**src/rtl/systolic_conv_ctrl.sv**
```systemverilog
// Frame sequencer for the 2D systolic convolution array: raster fetch, drain, done handshake.
// Optional window counter output win_cnt is compiled in with `define SYSCTRL_WIN_CNT_EN.
module systolic_conv_ctrl #(
  parameter int unsigned IMG_WIDTH   = 3,
  parameter int unsigned IMG_HEIGHT  = 6,
  parameter int unsigned KERNEL_SIZE = 2,
  parameter int unsigned PIPE_LAT    = 4,
  parameter int unsigned ADDR_W      = 8
) (
  input  logic              clk,
  input  logic              rst,
  input  logic              start,
  input  logic              hold,
  output logic              mem_rd_en,
  output logic [ADDR_W-1:0] mem_addr,
  output logic              px_valid,
  output logic              window_valid,
  output logic              busy,
  output logic              done
`ifdef SYSCTRL_WIN_CNT_EN
  ,
  output logic [15:0]       win_cnt
`endif
);

  localparam int unsigned COL_W     = (IMG_WIDTH > 1) ? $clog2(IMG_WIDTH) : 1;
  localparam int unsigned ROW_W     = (IMG_HEIGHT > 1) ? $clog2(IMG_HEIGHT) : 1;
  localparam int unsigned DRN_W     = (PIPE_LAT > 0) ? $clog2(PIPE_LAT + 1) : 1;
  localparam int unsigned LAST_ADDR = IMG_WIDTH * IMG_HEIGHT - 1;

  typedef enum logic [1:0] {
    IDLE  = 2'd0,
    FETCH = 2'd1,
    DRAIN = 2'd2,
    DONE  = 2'd3
  } state_t;

  state_t            state, state_nxt;
  logic [COL_W-1:0]  col, col_nxt;
  logic [ROW_W-1:0]  row, row_nxt;
  logic [ADDR_W-1:0] addr_nxt;
  logic [DRN_W-1:0]  drain_cnt, drain_nxt;
  logic              rd_en_c;
  logic              win_c;
  logic              accept_c;

  // State and fetch/drain counters
  always_ff @(posedge clk) begin
    if (rst) begin
      state     <= IDLE;
      col       <= '0;
      row       <= '0;
      mem_addr  <= '0;
      drain_cnt <= '0;
    end else begin
      state     <= state_nxt;
      col       <= col_nxt;
      row       <= row_nxt;
      mem_addr  <= addr_nxt;
      drain_cnt <= drain_nxt;
    end
  end

  // Next-state, counter advance and fetch decode
  always_comb begin
    state_nxt = state;
    col_nxt   = col;
    row_nxt   = row;
    addr_nxt  = mem_addr;
    drain_nxt = drain_cnt;
    rd_en_c   = 1'b0;
    win_c     = 1'b0;
    accept_c  = 1'b0;
    case (state)
      IDLE: begin
        if (start) begin
          state_nxt = FETCH;
          col_nxt   = '0;
          row_nxt   = '0;
          addr_nxt  = '0;
          accept_c  = 1'b1;
        end
      end
      FETCH: begin
        if (!hold) begin
          rd_en_c = 1'b1;
          win_c   = (col >= COL_W'(KERNEL_SIZE - 1)) && (row >= ROW_W'(KERNEL_SIZE - 1));
          if (mem_addr == ADDR_W'(LAST_ADDR)) begin
            // last pixel: counters stay put so none runs past its terminal value
            state_nxt = DRAIN;
            drain_nxt = '0;
          end else begin
            addr_nxt = mem_addr + ADDR_W'(1);
            if (col == COL_W'(IMG_WIDTH - 1)) begin
              col_nxt = '0;
              row_nxt = row + ROW_W'(1);
            end else begin
              col_nxt = col + COL_W'(1);
            end
          end
        end
      end
      DRAIN: begin
        if (drain_cnt == DRN_W'(PIPE_LAT)) begin
          state_nxt = DONE;
        end else begin
          drain_nxt = drain_cnt + DRN_W'(1);
        end
      end
      DONE: begin
        state_nxt = IDLE;
      end
      default: begin
        state_nxt = IDLE;
      end
    endcase
  end

  assign mem_rd_en = rd_en_c;

  // Pixel/window flags track the 1-cycle buffer read; busy/done follow the next state
  always_ff @(posedge clk) begin
    if (rst) begin
      px_valid     <= 1'b0;
      window_valid <= 1'b0;
      busy         <= 1'b0;
      done         <= 1'b0;
    end else begin
      px_valid     <= rd_en_c;
      window_valid <= win_c;
      busy         <= (state_nxt != IDLE);
      done         <= (state_nxt == DONE);
    end
  end

`ifdef SYSCTRL_WIN_CNT_EN
  // Windows delivered in the current (or most recent) frame
  always_ff @(posedge clk) begin
    if (rst) begin
      win_cnt <= '0;
    end else if (accept_c) begin
      win_cnt <= '0;
    end else if (window_valid) begin
      win_cnt <= win_cnt + 16'd1;
    end
  end
`else
  logic unused_accept;
  assign unused_accept = accept_c;
`endif

endmodule

```
**config.mk**
```make
export PLATFORM = sky130hd
export DESIGN_NAME = systolic_conv_ctrl
export DESIGN_NICKNAME = d
export VERILOG_FILES = /design/src/rtl/systolic_conv_ctrl.sv
export SDC_FILE = /design/constraint.sdc
export NUM_CORES = 1
export LEC_CHECK = 0
export CAP_MARGIN = 0
export CORE_MARGIN = 2
export CORE_UTILIZATION = 50
export DETAILED_ROUTE_END_ITERATION = 12
export HOLD_SLACK_MARGIN = 0.1
export PLACE_DENSITY = 0.84
export SLEW_MARGIN = 20
export SYNTH_ARGS = -nofsm -noshare
export SYNTH_HDL_FRONTEND = slang
export SYNTH_SLANG_ARGS = --single-unit
```
**constraint.sdc**
```tcl
create_clock -name clk -period 2.35 [get_ports clk]
set_clock_uncertainty 0.15 [all_clocks]
set_input_delay 0.5875 -clock clk [delete_from_list [all_inputs] [get_ports clk]]
set_output_delay 0.5875 -clock clk [all_outputs]
set_load 0.01 [all_outputs]
```
==> impl_metrics.yaml <==
outcome:
  status: "complete, no violations"
synth:
  yosysSeqAreaShare_pct: 38.7
  yosys_warnings: 0
  synth.top_cell.area_share_pct: 38.7
  avgSynthCellArea_um2: 8.55
  synth_top_area_cell: "dfxtp_1"
  netlist_area_um2: 1140
  syn_inst: 133
  ys_types: 33
  synth_fp_nets: 143
  ys_ff_latch: 22
  ys_top_cells_by_area: "dfxtp_1 39%, ha_1 6.6%, a21oi_1 4.8%"
critical_path:
  crit_path_start: "hold"
  cp.arrival_ns: 1.45
  end_kind: "primary output"
  crit_fanout: 3
  crit_type: "input pin to primary output"
  cp.required_ns: 1.61
  crit_path_start_kind: "input pin"
  r2r_start: "mem_addr[1]"
sta:
  grt_setup_unrepaired: "false"
  period_needed_ns: 2.19
  clock.fmax_ghz: 0.456
  drv_slew: 0
  worst_pin_slew_ns: 0.421
  setup_viol_count_final: 0
  relSlewSlack_pct: 71.6
  setup_ws_ns: 0.159
  hold_viol_final: 0
  whs_ns: 0.351
  period_share_pct: 93.2
place:
  portBuffers: 16
  hpwlAfterDp_um: 1950
  globalplace.congestion: 0.810
  dp_slack_ns: -0.110
cts:
  hold_buffers: 0
  insertion_delay_ns: 0.32
  clock_sink_count: 22
  numCtsBuffers: 3
  cts-resized-gates: 1
  cts_buffer_depth: 2
  h-tree-depth: 1
  cts.clk_slew.worst_paths_ns: 0.13
  postCtsSetupRepairBufs: 0
  cts-root-buf: "clkbuf_4"
  cts_tree: "built"
cells_and_area:
  fillers: 194
  mostFrequentLayoutCell: "dfxtp_1"
  nets: 169
  drive_gt1_share_pct: 12.0
  seq_area_um2: 440
  multiInputGateArea_um2: 632
  num_antenna_cells: 0
  area_growth_pct: 24.4
  final_cell_mix: "22 x dfxtp_1, 15 x clkdlybuf4s50_1, 13 x nor2_1"
floorplanning:
  rows: 17
  die_h_um: 51.7
  core-area_um2: 2190
  die_w_um: 51.7
  initial_utilization_pct: 51.9
  pin_count: 17
  die-area_um2: 2670
pwr:
  p_leak_nw: 0.500
  vdd_drop_max_uv: 349
  power_density_nw_per_um2: 490
global_route:
  grt_usage_pct: 22.8
  antenna_found_initial: 0
  grt_pass1_vias: 1003
  grt-ovfl-total: 0
  grt_max_degree: 14
  grt_pass1_wl_um: 4570
route:
  drc: 0
  drtIter0Drc: 17
  dr_total_vias: 1042
  wl_um: 2630
  wl_per_cell_um: 14.2
  viasPerCell: 5.60
  drt_pass1_iterations: 4
  antenna_left: 0
min_path:
  hp-start: "row[2]"
  hold_path.class: "register to register"
flow_run:
  cap_violations: 0
where the power goes:
part / switching, W / total [W] / internal (W)
logic: 0.0000421 / 0.0000853 / 0.0000432
registers: 0.00000748 / 0.000388 / 0.000380
clock network: 0.000125 / 0.000220 / 0.0000949
total: 0.000174 / 0.000693 / 0.000518
Yosys cell counts:
library cell  count
dfxtp_1          22
nor2_1           13
a21oi_1          11
o21ai_0           7
ha_1              6
inv_1             6
nor3_1            6
xnor2_1           6
nand2_1           5
nor4_1            5
or4_1             5
clkbuf_1          4
o31ai_1           4
nand2b_1          3
nand3_1           3
nor3b_1           3
a211oi_1          2
buf_6             2
nand4_1           2
nand4b_1          2
nor2b_1           2
nor4b_1           2
o211ai_1          2
a21o_1            1
a31oi_1           1
and2_1            1
and2_4            1
and4_1            1
buf_2             1
o21a_1            1
o21ba_2           1
o21bai_1          1
or2_4             1
worst paths after layout:
kind / end / slack, ns / cells past startpoint
worst max-delay path: mem_rd_en / 0.16 / 3
worst min-delay path: row[2] / 0.35 / 2
worst max register to register: row[2] / 0.45 / 5
worst min register to register: row[2] / 0.35 / 2
critical path: stages:
cell,delay (ns)
clkdlybuf4s50_1,0.52
nor2_1,0.07
dlygate4sd2_1,0.28
cell type report:
| cell class | count | share of cell area, % |
|---|---|---|
| Clock buffer | 4 | 2.56 |
| Sequential cell | 22 | 31.1 |
| Inverter | 6 | 1.59 |
| Multi-Input combinational cell | 98 | 44.7 |
| Tap cell | 28 | 2.48 |
| Timing Repair Buffer | 28 | 17.6 |
flip-flops by register name (all words and copies together), names as in the netlist:
signal,count
state,2
busy,1
window_valid,1
px_valid,1
done,1
col,2
drain_cnt,3
mem_addr,8
row,3
cells by family (layout without fill, tap and decap cells):
| group | count (synthesis) | in the layout | share of synthesized area (%) |
|---|---|---|---|
| xor gates and xnor gates | 6 | 6 | 4.62 |
| and+or+nand+nor | 55 | 55 | 27.7 |
| buffers and inverters | 13 | 38 | 5.72 |
| AOI/OAI and AO/OA | 31 | 31 | 16.6 |
| DFF | 22 | 22 | 38.7 |
| adders and majority gates | 6 | 6 | 6.60 |
stage by stage:
| step | instance area (um2) | total power (W) | std cells | setup TNS [ns] | util, % |
|---|---|---|---|---|---|
| 2_1_floorplan | 1140 | 0.000442 | 133 | 0 | - |
| 3_3_place_gp | 1380 | 0.000478 | 182 | -0.278 | 63.0 |
| 3_5_place_dp | 1380 | 0.000481 | 182 | -0.464 | 63.0 |
| 4_1_cts | 1420 | 0.000694 | 186 | 0 | 64.6 |
| 5_1_grt | 1420 | 0.000717 | 186 | 0 | 64.6 |
| 6_report | 1420 | 0.000693 | 186 | 0 | 64.6 |
layer usage:
| metal | vias to the layer above | global-route usage [%] | routed length (um) |
|---|---|---|---|
| li1 | 530 | - | - |
| met1 | 495 | 27.8 | 1220 |
| met2 | 12 | 40.0 | 1330 |
| met3 | 5 | 2.59 | 39 |
| met4 | 0 | 10.1 | 43 |
| met5 | - | 0 | 0 |
Note: power is estimated with default switching activity, not from simulation.
